<file path="src/rtl/mdu_pkg.sv">
// Shared types and sizing for the iterative multiply/divide unit.
package mdu_pkg;

  localparam int unsigned MDU_WIDTH = 32;
  localparam int unsigned MDU_CNT_W = $clog2(MDU_WIDTH + 1);

  typedef enum logic [1:0] {
    OP_MULT  = 2'b00,
    OP_MULTU = 2'b01,
    OP_DIV   = 2'b10,
    OP_DIVU  = 2'b11
  } mdu_op_e;

  typedef enum logic [1:0] {
    IDLE  = 2'b00,
    MUL   = 2'b01,
    DIV   = 2'b10,
    FIXUP = 2'b11
  } mdu_state_e;

endpackage

</file>
<file path="src/rtl/mdu_signfix.sv">
// Restores signs on an unsigned {hi, lo} result: product, or remainder/quotient.
module mdu_signfix
  import mdu_pkg::*;
#(
  parameter int unsigned WIDTH = MDU_WIDTH
) (
  input  mdu_op_e          op,
  input  logic             sign_a,
  input  logic             sign_b,
  input  logic             div_zero,
  input  logic [WIDTH-1:0] hi_in,
  input  logic [WIDTH-1:0] lo_in,
  output logic [WIDTH-1:0] hi_c,
  output logic [WIDTH-1:0] lo_c
);

  localparam int unsigned PW = 2 * WIDTH;

  logic [PW-1:0] prod_fix;
  logic          neg_prod;
  logic          neg_quo;
  logic          neg_rem;

  // A zero divisor leaves the all-ones quotient magnitude untouched.
  always_comb begin
    hi_c     = hi_in;
    lo_c     = lo_in;
    prod_fix = {hi_in, lo_in};
    neg_prod = (op == OP_MULT) && (sign_a ^ sign_b);
    neg_quo  = (op == OP_DIV) && (sign_a ^ sign_b) && !div_zero;
    neg_rem  = (op == OP_DIV) && sign_a;
    if (op == OP_DIV || op == OP_DIVU) begin
      hi_c = neg_rem ? (~hi_in + WIDTH'(1)) : hi_in;
      lo_c = neg_quo ? (~lo_in + WIDTH'(1)) : lo_in;
    end else begin
      if (neg_prod) prod_fix = ~{hi_in, lo_in} + PW'(1);
      hi_c = prod_fix[PW-1:WIDTH];
      lo_c = prod_fix[WIDTH-1:0];
    end
  end

endmodule

</file>
<file path="src/rtl/mdu_unit.sv">
// Iterative MULT/MULTU/DIV/DIVU unit with HI/LO registers and a hazard stall request.
module mdu_unit
  import mdu_pkg::*;
#(
  parameter int unsigned WIDTH = MDU_WIDTH
) (
  input  logic             clk,
  input  logic             reset,
  input  logic             StartE,
  input  logic [1:0]       OpE,
  input  logic             FlushE,
  input  logic [WIDTH-1:0] SrcAE,
  input  logic [WIDTH-1:0] SrcBE,
  input  logic             MtHiE,
  input  logic             MtLoE,
  input  logic             HiLoReadD,
  input  logic             MduOpD,
  output logic [WIDTH-1:0] Hi,
  output logic [WIDTH-1:0] Lo,
  output logic             Busy,
  output logic             Done,
  output logic             MduStall
);

  localparam int unsigned PW = 2 * WIDTH;
  localparam int unsigned CW = $clog2(WIDTH + 1);

  mdu_state_e       state_q, state_d;
  mdu_op_e          op_q, op_d;
  logic [PW-1:0]    acc_q, acc_d;
  logic [WIDTH-1:0] opr_q, opr_d;
  logic [CW-1:0]    cnt_q, cnt_d;
  logic             sign_a_q, sign_a_d;
  logic             sign_b_q, sign_b_d;
  logic             div_zero_q, div_zero_d;
  logic [WIDTH-1:0] hi_q, hi_d;
  logic [WIDTH-1:0] lo_q, lo_d;
  logic             done_q, done_d;

  logic             start_ok;
  logic             signed_in;
  logic [WIDTH-1:0] mag_a;
  logic [WIDTH-1:0] mag_b;
  logic [WIDTH:0]   mul_sum;
  logic [PW-1:0]    mul_next;
  logic [WIDTH:0]   rem_sh;
  logic [WIDTH-1:0] div_diff;
  logic [PW-1:0]    div_next;
  logic [WIDTH-1:0] fix_hi;
  logic [WIDTH-1:0] fix_lo;
  logic             last_iter;

  assign start_ok  = StartE && !FlushE;
  assign signed_in = !OpE[0];
  assign mag_a     = (signed_in && SrcAE[WIDTH-1]) ? (~SrcAE + WIDTH'(1)) : SrcAE;
  assign mag_b     = (signed_in && SrcBE[WIDTH-1]) ? (~SrcBE + WIDTH'(1)) : SrcBE;
  assign last_iter = (cnt_q == CW'(WIDTH - 1));

  // Shift-add step: multiplier bits consumed from the bottom of acc.
  assign mul_sum  = {1'b0, acc_q[PW-1:WIDTH]} + {1'b0, opr_q};
  assign mul_next = acc_q[0] ? {mul_sum, acc_q[WIDTH-1:1]} : {1'b0, acc_q[PW-1:1]};

  // Restoring step: remainder in the top half, quotient bits enter at the bottom.
  assign rem_sh   = acc_q[PW-1:WIDTH-1];
  assign div_diff = rem_sh[WIDTH-1:0] - opr_q;
  assign div_next = (rem_sh >= {1'b0, opr_q})
                  ? {div_diff, acc_q[WIDTH-2:0], 1'b1}
                  : {rem_sh[WIDTH-1:0], acc_q[WIDTH-2:0], 1'b0};

  mdu_signfix #(.WIDTH(WIDTH)) u_signfix (
    .op       (op_q),
    .sign_a   (sign_a_q),
    .sign_b   (sign_b_q),
    .div_zero (div_zero_q),
    .hi_in    (acc_q[PW-1:WIDTH]),
    .lo_in    (acc_q[WIDTH-1:0]),
    .hi_c     (fix_hi),
    .lo_c     (fix_lo)
  );

  always_ff @(posedge clk or posedge reset) begin
    if (reset) begin
      state_q    <= IDLE;
      op_q       <= OP_MULT;
      acc_q      <= '0;
      opr_q      <= '0;
      cnt_q      <= '0;
      sign_a_q   <= 1'b0;
      sign_b_q   <= 1'b0;
      div_zero_q <= 1'b0;
      hi_q       <= '0;
      lo_q       <= '0;
      done_q     <= 1'b0;
    end else begin
      state_q    <= state_d;
      op_q       <= op_d;
      acc_q      <= acc_d;
      opr_q      <= opr_d;
      cnt_q      <= cnt_d;
      sign_a_q   <= sign_a_d;
      sign_b_q   <= sign_b_d;
      div_zero_q <= div_zero_d;
      hi_q       <= hi_d;
      lo_q       <= lo_d;
      done_q     <= done_d;
    end
  end

  always_comb begin
    state_d    = state_q;
    op_d       = op_q;
    acc_d      = acc_q;
    opr_d      = opr_q;
    cnt_d      = cnt_q;
    sign_a_d   = sign_a_q;
    sign_b_d   = sign_b_q;
    div_zero_d = div_zero_q;
    hi_d       = hi_q;
    lo_d       = lo_q;
    done_d     = 1'b0;
    case (state_q)
      IDLE: begin
        if (start_ok) begin
          op_d       = mdu_op_e'(OpE);
          sign_a_d   = signed_in && SrcAE[WIDTH-1];
          sign_b_d   = signed_in && SrcBE[WIDTH-1];
          div_zero_d = (SrcBE == '0);
          opr_d      = OpE[1] ? mag_b : mag_a;
          acc_d      = OpE[1] ? {WIDTH'(0), mag_a} : {WIDTH'(0), mag_b};
          cnt_d      = '0;
          state_d    = OpE[1] ? DIV : MUL;
        end else if (!FlushE) begin
          if (MtHiE) hi_d = SrcAE;
          if (MtLoE) lo_d = SrcAE;
        end
      end
      MUL: begin
        acc_d = mul_next;
        cnt_d = cnt_q + CW'(1);
        if (last_iter) state_d = FIXUP;
      end
      DIV: begin
        acc_d = div_next;
        cnt_d = cnt_q + CW'(1);
        if (last_iter) state_d = FIXUP;
      end
      FIXUP: begin
        hi_d    = fix_hi;
        lo_d    = fix_lo;
        done_d  = 1'b1;
        state_d = IDLE;
      end
      default: state_d = IDLE;
    endcase
  end

  assign Hi       = hi_q;
  assign Lo       = lo_q;
  assign Done     = done_q;
  assign Busy     = (state_q != IDLE);
  assign MduStall = Busy && (HiLoReadD || MduOpD);

endmodule
</file>
<file path="config.mk">
export PLATFORM = sky130hd
export DESIGN_NAME = mdu_unit
export DESIGN_NICKNAME = d
export VERILOG_FILES = /design/src/rtl/mdu_pkg.sv /design/src/rtl/mdu_signfix.sv /design/src/rtl/mdu_unit.sv
export SDC_FILE = /design/constraint.sdc
export NUM_CORES = 1
export LEC_CHECK = 0
export CORE_UTILIZATION = 30
export CTS_BUF_LIST = sky130_fd_sc_hd__clkbuf_8
export CTS_CLUSTER_SIZE = 24
export DETAILED_ROUTE_END_ITERATION = 7
export DONT_BUFFER_PORTS = 1
export GPL_ROUTABILITY_DRIVEN = 0
export GPL_TIMING_DRIVEN = 0
export PLACE_DENSITY = 0.54
export SYNTH_ARGS = -nofsm -noshare
export SYNTH_HDL_FRONTEND = slang
export SYNTH_HIERARCHICAL = 1
export SYNTH_SLANG_ARGS = --single-unit
</file>
<file path="constraint.sdc">
create_clock -name clk -period 7.82 [get_ports clk]
set_input_delay 1.564 -clock clk [delete_from_list [all_inputs] [get_ports clk]]
set_output_delay 1.564 -clock clk [all_outputs]
set_load 0.02 [all_outputs]
</file>
==> flow_results.xml <==
<?xml version="1.0" encoding="UTF-8"?>
<metrics>
  <group name="hold_path">
    <metric name="class_of_the_tightest_hold_or_removal_check" unit="">flop to flop</metric>
  </group>
  <group name="route">
    <metric name="detail_route.wirelength" unit="um">61500</metric>
    <metric name="num_vias" unit="">15592</metric>
    <metric name="post-route-drc-count" unit="">0</metric>
    <metric name="wl_per_cell" unit="um">23.3</metric>
    <metric name="detail_route.iter0.violations" unit="">1712</metric>
    <metric name="detailedRoute.firstPassIterationCount" unit="">7</metric>
    <metric name="ant_nets" unit="">0</metric>
    <metric name="route.detailed.vias_per_inst" unit="">5.92</metric>
  </group>
  <group name="logic_synthesis">
    <metric name="yosys_warnings" unit="">6</metric>
    <metric name="synth_seq_cells" unit="">174</metric>
    <metric name="number_of_unique_standard_cell_types_used_by_synthesis" unit="">82</metric>
    <metric name="synth_top_flop_cell" unit="">sky130_fd_sc_hd__dfrtp_1</metric>
    <metric name="syn_area_per_cell" unit="um^2">7.75</metric>
    <metric name="ys_seq_area_share" unit="%">29.0</metric>
    <metric name="synthArstFlopShare" unit="%">100</metric>
    <metric name="synthCells" unit="">1937</metric>
    <metric name="synth.net_count" unit="">2086</metric>
    <metric name="syn-cell-area" unit="um^2">15000</metric>
    <metric name="synth_enable_flop_cells" unit="">0</metric>
  </group>
  <group name="power">
    <metric name="totalPowerFinal" unit="uW">7740</metric>
    <metric name="power.static_leakage" unit="uW">0.00699</metric>
    <metric name="power_density" unit="nW/um^2">475</metric>
    <metric name="power.ir.vdd_worst" unit="mV">0.156</metric>
  </group>
  <group name="cells_and_area">
    <metric name="number_of_diodes" unit="">0</metric>
    <metric name="fillers" unit="">5316</metric>
    <metric name="post_route_cells_drive_above_1_share" unit="%">3.96</metric>
    <metric name="final_core_utilization" unit="%">33.1</metric>
    <metric name="final-instance-count-excl-fill" unit="">2634</metric>
    <metric name="design.final.nets" unit="">2106</metric>
    <metric name="area_growth_syn_to_layout" unit="%">8.36</metric>
    <metric name="layout.cell_area.non_filler" unit="um^2">16300</metric>
  </group>
  <group name="clocking">
    <metric name="cts_buffer_depth" unit="">2</metric>
    <metric name="worst_setup_hold_path_clk_slew" unit="ns">0.11</metric>
    <metric name="cts_buffers" unit="">17</metric>
    <metric name="post_cts_setup_buffer_count" unit="">0</metric>
    <metric name="cts.repair.resized" unit="">0</metric>
    <metric name="buffer_cell_driving_the_clock_tree_root" unit="">sky130_fd_sc_hd__clkbuf_8</metric>
    <metric name="tritoncts" unit="">yes</metric>
    <metric name="clock_sinks" unit="">174</metric>
    <metric name="clk-insertion-delay-late" unit="ns">0.53</metric>
    <metric name="htree_num_levels" unit="">4</metric>
    <metric name="ctsHoldBuffers" unit="">0</metric>
  </group>
  <group name="critical_path">
    <metric name="crit_arrival" unit="ns">4.86</metric>
    <metric name="reg2reg_setup_slack" unit="ns">3.34</metric>
    <metric name="worstPathMaxFanout" unit="">10</metric>
    <metric name="worstSetupStartpointType" unit="">flop</metric>
    <metric name="timing.critical_path.required" unit="ns">8.20</metric>
    <metric name="number_of_buffer_and_inverter_instances_along_the_worst_setup_path" unit="">2</metric>
    <metric name="timing.critical_path.cells" unit="">ha_1 &gt; buf_2 &gt; a21oi_1 &gt; o21ai_0 &gt; o211ai_1 &gt; a31oi_1 &gt; o211ai_1 &gt; o31ai_2 &gt; buf_2 &gt; mux2i_1 &gt; o221ai_1</metric>
    <metric name="crit_slowest_cell" unit="">sky130_fd_sc_hd__o31ai_2</metric>
    <metric name="timing.setup.critical_path_class" unit="">flop to flop</metric>
    <metric name="maximum_single_stage_delay_on_the_critical_path" unit="ns">0.95</metric>
    <metric name="worst_path_dominant_cell_family" unit="">compound AO/OA/AOI/OAI gates</metric>
    <metric name="element_type_at_the_critical_path_end" unit="">flop</metric>
  </group>
  <group name="floorplan">
    <metric name="floorplan.die_area" unit="um^2">51000</metric>
    <metric name="die_y" unit="um">226</metric>
    <metric name="floorplan.core_area" unit="um^2">49200</metric>
    <metric name="core.rowCount" unit="">81</metric>
    <metric name="fp.dieW" unit="um">226</metric>
    <metric name="io_pins" unit="">141</metric>
    <metric name="initial_core_util" unit="%">30.6</metric>
  </group>
  <group name="sta">
    <metric name="setup_failing_eps_final" unit="">0</metric>
    <metric name="unrepaired_setup_endpoints_after_global_routing" unit="">false</metric>
    <metric name="hold_slack" unit="ns">0.504</metric>
    <metric name="hold_violation_count_in_the_final_report" unit="">0</metric>
    <metric name="timing.clock.skew" unit="ns">0.0189</metric>
    <metric name="worst-slew-pin-transition" unit="ns">1.10</metric>
    <metric name="timing_max_transition_violations_final" unit="">0</metric>
    <metric name="max_clock_freq" unit="GHz">0.223</metric>
    <metric name="finalCritPeriodShare" unit="%">57.3</metric>
    <metric name="finalWorstPathRequiredPeriod" unit="ns">4.48</metric>
    <metric name="slew-limit-headroom" unit="%">25.8</metric>
  </group>
  <group name="global_route">
    <metric name="antenna_found_initial" unit="">0</metric>
    <metric name="grt_overflow_total" unit="">0</metric>
    <metric name="vias_in_the_first_global_route" unit="">14553</metric>
    <metric name="grt_max_degree" unit="">114</metric>
    <metric name="grt_first_pass_wirelength" unit="um">91400</metric>
    <metric name="track_usage" unit="%">23.8</metric>
  </group>
  <group name="outcome">
    <metric name="result_of_the_run" unit="">completed</metric>
  </group>
  <group name="placed_design">
    <metric name="dpl-instance-area" unit="um^2">15900</metric>
    <metric name="hpwl" unit="um">48600</metric>
    <metric name="dpl.cell_count" unit="">2602</metric>
    <metric name="numPortBuffers" unit="">0</metric>
  </group>
  <group name="run">
    <metric name="cap_violations" unit="">0</metric>
  </group>
</metrics>
worst min-delay path: stages (launching register included):
cell	delay [ns]
sky130_fd_sc_hd__dfrtp_1	0.36
sky130_fd_sc_hd__nand2_1	0.06
sky130_fd_sc_hd__o21ai_0	0.06
worst paths after layout:
path,start,end,depth (start not counted)
worst max-delay path,acc_q[41]$_DFFE_PP0P_,acc_q[33]$_DFFE_PP0P_,11
worst min-delay path,op_q[1]$_DFFE_PP0P_,op_q[1]$_DFFE_PP0P_,2
worst max register to register,acc_q[41]$_DFFE_PP0P_,acc_q[33]$_DFFE_PP0P_,11
worst min register to register,op_q[1]$_DFFE_PP0P_,op_q[1]$_DFFE_PP0P_,2
max in group asynchronous,reset,cnt_q[0]$_DFFE_PP0P_,2
min in group asynchronous,reset,Hi[21]$_DFFE_PP0P_,1
flip-flops by register name, summed over array words and instances (netlist names):
| register | count |
|---|---|
| sign_b_q | 1 |
| div_zero_q | 1 |
| op_q | 2 |
| opr_q | 32 |
| sign_a_q | 1 |
| Hi | 32 |
| Lo | 32 |
| acc_q | 64 |
| Done | 1 |
| cnt_q | 6 |
| state_q | 2 |
through the flow:
| step | worst slack (ns) | setup TNS, ns |
|---|---|---|
| after detailed placement | 3.22 | 0 |
| after global placement | -0.617 | -101.89 |
| after CTS | 3.40 | 0 |
| after global routing | 3.03 | 0 |
| after floorplan | 1.54 | 0 |
| final | 3.34 | 0 |
layout by cell type, fill, tap and decap left out, types with 9 or more instances in the layout:
cell	n
sky130_fd_sc_hd__or4_1	12
sky130_fd_sc_hd__o31ai_1	19
sky130_fd_sc_hd__a31oi_1	19
sky130_fd_sc_hd__a21o_1	31
sky130_fd_sc_hd__clkbuf_8	17
sky130_fd_sc_hd__mux2i_1	24
sky130_fd_sc_hd__nand3_1	17
sky130_fd_sc_hd__inv_1	66
sky130_fd_sc_hd__nor2b_1	32
sky130_fd_sc_hd__nand2b_1	15
sky130_fd_sc_hd__clkbuf_1	94
sky130_fd_sc_hd__nor4_1	25
sky130_fd_sc_hd__a211oi_1	11
sky130_fd_sc_hd__nand2_1	235
sky130_fd_sc_hd__dfrtp_1	174
sky130_fd_sc_hd__xor2_1	91
sky130_fd_sc_hd__and2_1	9
sky130_fd_sc_hd__nor3_1	32
sky130_fd_sc_hd__a21oi_1	241
sky130_fd_sc_hd__nor2_1	170
sky130_fd_sc_hd__and3_1	13
sky130_fd_sc_hd__o211ai_1	17
sky130_fd_sc_hd__ha_1	73
sky130_fd_sc_hd__o21ai_0	190
sky130_fd_sc_hd__o221ai_1	31
sky130_fd_sc_hd__xnor2_1	80
sky130_fd_sc_hd__or3_1	14
sky130_fd_sc_hd__a22oi_1	37
sky130_fd_sc_hd__nand4_1	20
cell families after synthesis:
group / count (synthesis) / share of synthesized area [%]
buffers and inverters: 174 / 4.53
xor gates and xnor gates: 171 / 9.97
and+or+nand+nor: 630 / 19.9
muxes: 30 / 2.05
AOI/OAI and AO/OA: 683 / 28.3
DFF: 174 / 29.0
adders and majority gates: 75 / 6.35
synth_stat cells, types with 11 or more instances:
library cell,number,area [um^2]
sky130_fd_sc_hd__a21oi_1,241,1210
sky130_fd_sc_hd__nand2_1,235,882
sky130_fd_sc_hd__o21ai_0,190,951
sky130_fd_sc_hd__dfrtp_1,174,4350
sky130_fd_sc_hd__nor2_1,170,638
sky130_fd_sc_hd__clkbuf_1,94,353
sky130_fd_sc_hd__xor2_1,91,797
sky130_fd_sc_hd__xnor2_1,80,701
sky130_fd_sc_hd__ha_1,73,913
sky130_fd_sc_hd__inv_1,67,251
sky130_fd_sc_hd__a22oi_1,37,278
sky130_fd_sc_hd__nor2b_1,32,200
sky130_fd_sc_hd__nor3_1,32,160
sky130_fd_sc_hd__a21o_1,31,233
sky130_fd_sc_hd__o221ai_1,31,272
sky130_fd_sc_hd__nor4_1,25,156
sky130_fd_sc_hd__mux2i_1,24,240
sky130_fd_sc_hd__nand4_1,20,125
sky130_fd_sc_hd__o31ai_1,20,150
sky130_fd_sc_hd__a31oi_1,19,119
sky130_fd_sc_hd__nand3_1,17,85.1
sky130_fd_sc_hd__o211ai_1,17,128
sky130_fd_sc_hd__nand2b_1,15,93.8
sky130_fd_sc_hd__or3_1,14,87.6
sky130_fd_sc_hd__and3_1,13,81.3
sky130_fd_sc_hd__or4_1,12,90.1
sky130_fd_sc_hd__a211oi_1,11,82.6
layer usage:
metal,global-route usage (%),share of wire [%],up-vias
li1,-,-,7087
met4,8.71,3.4,0
met5,0,0,-
met3,5.19,8.9,115
met2,37.8,46,765
met1,31.6,42,7625
power by group:
part	switching (uW)	internal, uW
combinational	3150	1790
sequential	851	1270
clock	414	263
area by class of cell:
class	instances	area, um^2	area share, %
plain buffers	107	429	2.64
clock buffers	17	234	1.44
clock inverters	15	151	0.930
inverters	67	259	1.59
multi-input cells	1589	9990	61.4
flip-flops and latches	174	4350	26.8
well taps	664	831	5.10
repair buffers	1	27.5	0.169
(Power assumes the default switching activity.)
